$ cat src/rtl/sa_kl_req_gen.sv
// rtl/sa_kl_req_gen.sv - backward-extension k/l request generator with valid/ready handshakes
// Optional same-line request merging is enabled by defining KL_REQ_MERGE_EN.
module sa_kl_req_gen #(
    parameter int CNT_W      = 64,
    parameter int ADDR_W     = 42,
    parameter int LINE_SHIFT = 7,
    parameter int IDX_MSB    = 34,
    parameter int ADDR_PAD   = 4,
    parameter int PTR_W      = 7,
    parameter int PAYLOAD_W  = 256
) (
    input  logic                 clk,
    input  logic                 rst,
    input  logic                 in_valid,
    output logic                 in_ready,
    input  logic [5:0]           in_status,
    input  logic                 in_finish,
    input  logic [CNT_W-1:0]     in_p_x0,
    input  logic [CNT_W-1:0]     in_p_x2,
    input  logic [CNT_W-1:0]     in_primary,
    input  logic [PTR_W-1:0]     in_mem_wr_addr,
    input  logic [PAYLOAD_W-1:0] in_payload,
    output logic                 req_valid,
    input  logic                 req_ready,
    output logic [ADDR_W-1:0]    req_addr,
    output logic                 req_tag,
    output logic                 out_valid,
    input  logic                 out_ready,
    output logic [5:0]           out_status,
    output logic                 out_finish,
    output logic [CNT_W-1:0]     out_k,
    output logic [CNT_W-1:0]     out_l,
    output logic [PTR_W-1:0]     out_mem_size,
    output logic [PAYLOAD_W-1:0] out_payload
);

    localparam logic [5:0] BCK_INI = 6'h04;
    localparam logic [5:0] BCK_RUN = 6'h05;
    localparam logic [5:0] BCK_END = 6'h06;
    localparam logic [5:0] BUBBLE  = 6'h30;
    localparam int         IDX_W   = IDX_MSB - LINE_SHIFT + 1;

    typedef enum logic [1:0] {IDLE, REQ_K, REQ_L, EMIT} state_t;

    state_t                 state;
    logic [CNT_W-1:0]       k_r;
    logic [CNT_W-1:0]       l_r;
    logic [PTR_W-1:0]       mem_r;
    logic [PAYLOAD_W-1:0]   pay_r;
    logic                   ini_r;

    logic [5:0]             eff_status;
    logic [CNT_W-1:0]       kt;
    logic [CNT_W-1:0]       lt;
    logic [CNT_W-1:0]       k_nxt;
    logic [CNT_W-1:0]       l_nxt;
    logic                   capture;
    logic                   merge;

    // Line address: index bits [IDX_MSB:LINE_SHIFT] shifted up by ADDR_PAD, zero-extended.
    function automatic logic [ADDR_W-1:0] line_addr(input logic [CNT_W-1:0] x);
        logic [CNT_W-1:0] idx;
        idx = (x >> LINE_SHIFT) & ((CNT_W'(1) << IDX_W) - CNT_W'(1));
        return ADDR_W'(idx) << ADDR_PAD;
    endfunction

    assign eff_status = in_finish ? BCK_END : in_status;
    assign kt         = in_p_x0 - CNT_W'(1);
    assign lt         = kt + in_p_x2;
    assign k_nxt      = (kt >= in_primary) ? kt - CNT_W'(1) : kt;
    assign l_nxt      = (lt >= in_primary) ? lt - CNT_W'(1) : lt;

    assign in_ready   = (state == IDLE) | ((state == EMIT) & out_ready);
    assign capture    = in_valid & in_ready;

`ifdef KL_REQ_MERGE_EN
    assign merge = (line_addr(k_r) == line_addr(l_r));
`else
    assign merge = 1'b0;
`endif

    always_ff @(posedge clk) begin
        if (!rst) begin
            state        <= IDLE;
            k_r          <= '0;
            l_r          <= '0;
            mem_r        <= '0;
            pay_r        <= '0;
            ini_r        <= 1'b0;
            req_valid    <= 1'b0;
            req_addr     <= '0;
            req_tag      <= 1'b0;
            out_valid    <= 1'b0;
            out_status   <= BUBBLE;
            out_finish   <= 1'b0;
            out_k        <= '0;
            out_l        <= '0;
            out_mem_size <= '0;
            out_payload  <= '0;
        end else begin
            case (state)
                IDLE, EMIT: begin
                    if (state == EMIT && out_ready) begin
                        out_valid <= 1'b0;
                        state     <= IDLE;
                    end
                    if (capture) begin
                        if (eff_status == BCK_INI || eff_status == BCK_RUN) begin
                            k_r       <= k_nxt;
                            l_r       <= l_nxt;
                            mem_r     <= in_mem_wr_addr;
                            pay_r     <= in_payload;
                            ini_r     <= (eff_status == BCK_INI);
                            req_valid <= 1'b1;
                            req_tag   <= 1'b0;
                            req_addr  <= line_addr(k_nxt);
                            state     <= REQ_K;
                        end else if (eff_status == BCK_END) begin
                            // Finish token: emitted directly as a bubble with zeroed bounds.
                            out_valid    <= 1'b1;
                            out_status   <= BUBBLE;
                            out_finish   <= 1'b1;
                            out_k        <= '0;
                            out_l        <= '0;
                            out_mem_size <= in_mem_wr_addr;
                            out_payload  <= '0;
                            state        <= EMIT;
                        end
                    end
                end
                REQ_K, REQ_L: begin
                    if (req_ready) begin
                        if (state == REQ_K && !merge) begin
                            req_tag  <= 1'b1;
                            req_addr <= line_addr(l_r);
                            state    <= REQ_L;
                        end else begin
                            req_valid    <= 1'b0;
                            out_valid    <= 1'b1;
                            out_status   <= BCK_RUN;
                            out_finish   <= 1'b0;
                            out_k        <= k_r;
                            out_l        <= l_r;
                            out_mem_size <= ini_r ? '0 : mem_r;
                            out_payload  <= pay_r;
                            state        <= EMIT;
                        end
                    end
                end
                default: state <= IDLE;
            endcase
        end
    end

endmodule
$ cat config.mk
export PLATFORM = sky130hd
export DESIGN_NAME = sa_kl_req_gen
export DESIGN_NICKNAME = d
export VERILOG_FILES = /design/src/rtl/sa_kl_req_gen.sv
export SDC_FILE = /design/constraint.sdc
export NUM_CORES = 2
export LEC_CHECK = 0
export BUFFER_PORTS_ARGS = -buffer_cell sky130_fd_sc_hd__buf_2
export CORE_AREA = 2 2 360 362
export CTS_CLUSTER_DIAMETER = 80
export CTS_CLUSTER_SIZE = 12
export DETAILED_ROUTE_END_ITERATION = 8
export DIE_AREA = 0 0 362 364
export PLACE_DENSITY = 0.53
export SLEW_MARGIN = 20
export SYNTH_ARGS = -nofsm -noshare
export SYNTH_HDL_FRONTEND = slang
export SYNTH_SLANG_ARGS = --single-unit
export TNS_END_PERCENT = 100
$ cat constraint.sdc
create_clock -name clk -period 11.8 [get_ports clk]
set_input_delay 0.59 -clock clk [delete_from_list [all_inputs] [get_ports clk]]
set_output_delay 0.59 -clock clk [all_outputs]
set_load 0.02 [all_outputs]
# After elaboration in Yosys (flattened, before gate mapping)
# Index checks and enable logic that the tools add are counted.
classes:
  n_addsub: 4
  multipliers: 0
  div_mod_pow: 0
  order_cmp: 2
  n_eq_ne: 13
  shifts: 0
  muxes: 64
  bitwise: 3
  n_reduce_logical: 10
ops:
  columns: ["op", "count"]
  rows:
  - ["$mux 256", 5]
  - ["$mux 64", 9]
  - ["$pmux 256 s2", 1]
  - ["$pmux 64 s2", 2]
  - ["$sub 64x1->64 const B", 3]
  - ["$mux 42", 4]
  - ["$ge 64x64->1", 2]
  - ["$pmux 42 s2", 1]
  - ["$add 64x64->64", 1]
  - ["$mux 7", 6]
  - ["$mux 6", 6]
  - ["$eq 6x3->1 const B", 3]
  - ["$mux 1", 18]
  - ["$ne 2x2->1 const B", 7]
  - ["$pmux 7 s2", 1]
  - ["$pmux 6 s2", 1]
  - ["$mux 2", 5]
  - ["$pmux 1 s2", 4]
  - ["$reduce_and 4->1", 2]
  - ["$reduce_and 5->1", 1]
  - ["$eq 2x2->1 const B", 2]
  - ["$pmux 2 s2", 1]
  - ["$reduce_or 2->1", 2]
  - ["$reduce_and 3->1", 1]
  - ["7 further kinds", 8]
word_totals:
  ff_bits: 837
  latch_bits: 0
  ramBits: 0
  mem_bits_ro: 0
  input_bits: 467
  word_cells: 112
  n_memories: 0

# Logic depth before layout (Yosys ltp)
logic_depth:
  ltp_word: 7
  depth_mapped: 35

# Least setup slack after synthesis
# OpenSTA, ideal clock, no wires.
synth_timing:
  kind: "input port to flip-flop"
  startpoint: "in in_p_x0[44]"
  endpoint: "reg l_r[61]"
  setup_ns: 0.062
  arrival_time_ns: 8.367
  t_required_ns: 11.738
  setup_slack_ns: 3.370
  stages: 31
  n_path_buf: 3
  path_cell_list: "or4_4 > or3_4 > or4b_4 > or2_2 > buf_2 > nor2_1 > xor2_1 > ha_1 > clkbuf_1 > nand2_1 > nor2_1 > and2_1 > a22o_1 > a21o_1 > o31a_1 > o31ai_1 > o211ai_1 > ha_1 > and3_1 > and3_1 > nand4_1 > nor4_1 > a221oi_1 > a2111oi_1 > nand4_1 > or3_1 > clkbuf_1 > nor2_4 > nand4_1 > or4_1 > nand3_1"
synth_between:
  elab_chain_len: 4
synth_rtl:
  columns: ["item", "line_no", "source"]
  rows:
  - ["start: declaration", "18", "input logic [CNT_W-1:0] in_p_x0,"]
  - ["$sub 64x1->64 (*)", "68", "assign kt = in_p_x0 - CNT_W'(1);"]
  - ["$add 64x64->64 (*)", "69", "assign lt = kt + in_p_x2;"]
  - ["$sub 64x1->64 / $ge 64x64->1 (equally long branches)", "71", "assign l_nxt = (lt >= in_primary) ? lt - CNT_W'(1) : lt;"]
  - ["$mux 64 (*)", "71", null]
  - ["end signal: assignment", "110", "l_r <= l_nxt;"]
  - ["end: declaration", "47", "logic [CNT_W-1:0] l_r;"]
# Mark *: on every way between the ends. The rest lies on a longest branch, timed or not.
# A chain may end at the register's enable or synchronous reset.

# Final worst setup path
layout_timing:
  startpoint: "in in_p_x0[0]"
  endpoint: "reg l_r[61]"
# The elaborated chain is that of the path after synthesis.

==> flow_summary.toml <==
[synth]
synth-main-ff-cell = "dfxtp_1"
ys_async_sr_fraction_pct = 0
ys_ff_latch = 819
synth.area.top_cells = "dfxtp_1, nand2_1, a21oi_1"
yosys_warnings = 0
ys_seq_area_share_pct = 39.97
synth_area_sq_um = 41020
synth_cell_types = 95
syn_inst = 5343
yosysTopAreaCellShare_pct = 39.97
synth_area_leader_cell = "dfxtp_1"
synth_edf_count = 0
synth.avg_cell_area_sq_um = 7.677

[layout]
final_common_cell = "nand2_1"
drive_gt1_share_pct = 18.63
nFillCells = 13610
final_cell_mix = "nand2_1, buf_2, dfxtp_1"
fin_nets = 6674
final_area_sq_um = 49070
area_growth_pct = 19.64

[clock_tree]
cts.repair.resized = 0
cts_setup_buffers = 0
cts_tree = "yes"
cts.path.max_buffers = 3
cts.sinks = 819
clk_root_buffer_cell = "clkbuf_16"
cts-buffers-inserted = 82
clk_pin_slew_ps = 60
cts_hold_buffers = 0
htreeDepth = 3
worstSkewPairLatency_ps = 690

[setup_path]
crit_path_end_kind = "register"
rr_startpoint = "state[0]$_SDFFE_PN0P_"
crit_end = "l_r[61]$_SDFFE_PN0P_"
worstSetupPathType = "in2reg"
cp_slowest_cell = "a2111oi_1"
cp.arrival_ps = 10770
ff2ff_setup_slack_ps = 6990
cpPeakStageDelay_ps = 940
critPathRequiredTime_ps = 12440
rr_worst_depth = 12
r2r-end = "out_payload[128]$_SDFFE_PN0P_"
path_max_fanout = 14
cp-startpoint = "in_p_x0[0]"
startpoint_type = "input pin"

[global_routing]
grt_use_met3_pct = 6.143
grt_util_met2_pct = 44.47
first_global_vias = 38640
grt_pass1_wl_um = 273100
top_usage_layer = "met2"
antenna_found_initial = 38
grt_usage_pct = 27.84
use_met1_pct = 36.64
grt_max_degree = 213
grt-ovfl-total = 0

[floorplanning]
die_h_um = 364
fp.dieW_um = 362
die_area_sq_um = 131800
io_pins = 911
rows = 132
initial_core_util_pct = 31.96
core_sq_um = 128300

[pwr]
p_per_area_nw_per_um2 = 164.4
seqPwrFrac_pct = 35.8
pwr-share-comb_pct = 33.6
p_leak_nw = 19.25
clockPowerShare_pct = 30.6
net-switching-power_w = 0.003394
p_int_w = 0.004676
swShare_pct = 42.06
ir_drop_mv = 0.3570

[sta]
setup-tns-final_ps = 0
finalHoldViolCount = 0
finalCritPeriodShare_pct = 85.91
finalWorstPathRequiredPeriod_ps = 10140
fin_worst_skew_ps = 38.75
setup_viol = 0
rsz0062_at_grt = "no"
drv_slew = 0
slew-limit-headroom_pct = 20.74
worst-slew-pin-transition_ps = 1189
max_freq_mhz = 98.64

[placed_design]
placed_area_sq_um = 46680
routabilityCongestion = 0.9564
dpl.hpwl_um = 148900
io_buffers = 894

[worst_hold_path]
min_path_type = "in2reg"

[drt]
drtIter0Drc = 4162
drc_errors = 0
first_pass_iters = 5
dr_total_vias = 42240
wirelength_um = 193200
routedWlPerCell_um = 25.04
avgViaCountPerCell = 5.475
drtAntennaViolNets = 0

[status]
status = "finished clean"

[job]
max-cap-violations = 0
[cells in the mapped netlist, types with 20 or more instances]
master and n:
a211oi_1 56, or3_1 58, xnor2_1 109, nor4_1 55, nor2_1 250, nand4_1 75
o21a_1 20, a21o_1 61, inv_1 118, and3_1 23, ha_1 200, nand2b_1 20
xor2_1 83, a21oi_1 784, and2_1 27, clkbuf_1 343, nor3_1 92, a31oi_1 25
dfxtp_1 819, nand3_1 420, nand2_1 1124, o21ai_0 144, a22oi_1 34, o211ai_1 51
[cells by family after synthesis]
logic type | share of synthesized area [%]
and+or+nand+nor | 25.31
AOI/OAI and AO/OA | 19.35
DFF | 39.97
buffers and inverters | 4.890
adders and majority gates | 6.150
xor gates and xnor gates | 4.100
muxes | 0.2227
other | 0.009142
[per-stage QoR]
stage                     hold WS (ps)  setup WS [ps]  power, W  util [%]  std cells
after floorplan                  423.0           3370  0.004634         -       5358
after global placement           434.7           1435  0.005651     36.36       7597
after detailed placement         440.6           1186  0.005639     36.37       7597
after CTS                        47.13           1897  0.008129     38.20       7698
after global routing             96.80          990.2  0.008427     38.22       7704
final                            125.6           1662  0.008070     38.24       7715
[worst min path at each step]
stage	cells after the start	from	to
global route	2	in_status[0]	ini_r$_SDFFE_PN0P_
global placement	2	out_payload[63]$_SDFFE_PN0P_	out_payload[63]$_SDFFE_PN0P_
detailed placement	2	out_payload[61]$_SDFFE_PN0P_	out_payload[61]$_SDFFE_PN0P_
finish	2	in_status[0]	ini_r$_SDFFE_PN0P_
floorplan	2	k_r[48]$_SDFFE_PN0P_	k_r[48]$_SDFFE_PN0P_
CTS	2	in_status[0]	ini_r$_SDFFE_PN0P_
[power groups by stage]
stage	Sequential, W	Combinational (W)	Clock [W]
final	0.00289	0.00271	0.00247
after CTS	0.00288	0.00270	0.00254
after floorplan	0.00298	0.00165	0
after detailed placement	0.00295	0.00269	0
after global placement	0.00295	0.00271	0
after global routing	0.00289	0.00291	0.00263
[cell type report]
class	instances	area, sq um	area share [%]
Multi-Input combinational cell	4030	22760	46.39
Clock inverter	16	274.0	0.5584
Sequential cell	819	16400	33.41
Clock buffer	85	2073	4.225
Tap cell	1675	2096	4.271
Timing Repair Buffer	954	4975	10.14
Antenna cell	17	42.54	0.08669
Inverter	119	454.2	0.9255
[critical path, delay by kind of cell]
kind            cells  cell delay [ps]
compound gates     10             3340
simple gates       15             4690
fa+ha+maj           3             1040
xor+xnor            1              560
buf+inv             3              510
[routing by layer]
| layer | up-vias | share of wire, % |
|---|---|---|
| met5 | - | 0.038 |
| met4 | 10 | 3.9 |
| met3 | 302 | 7.5 |
| met2 | 1606 | 45 |
| met1 | 20310 | 43 |
| li1 | 20010 | - |
[sequential cells by signal, summed over array words and instances, names as in the netlist]
signal and count:
state 2, mem_r 7, req_valid 1, out_valid 1
pay_r 256, out_payload 256, l_r 64, ini_r 1
req_addr 28, out_l 64, out_status 2, k_r 64
out_mem_size 7, out_finish 1, req_tag 1, out_k 64
Note: power is estimated with default switching activity, not from simulation.
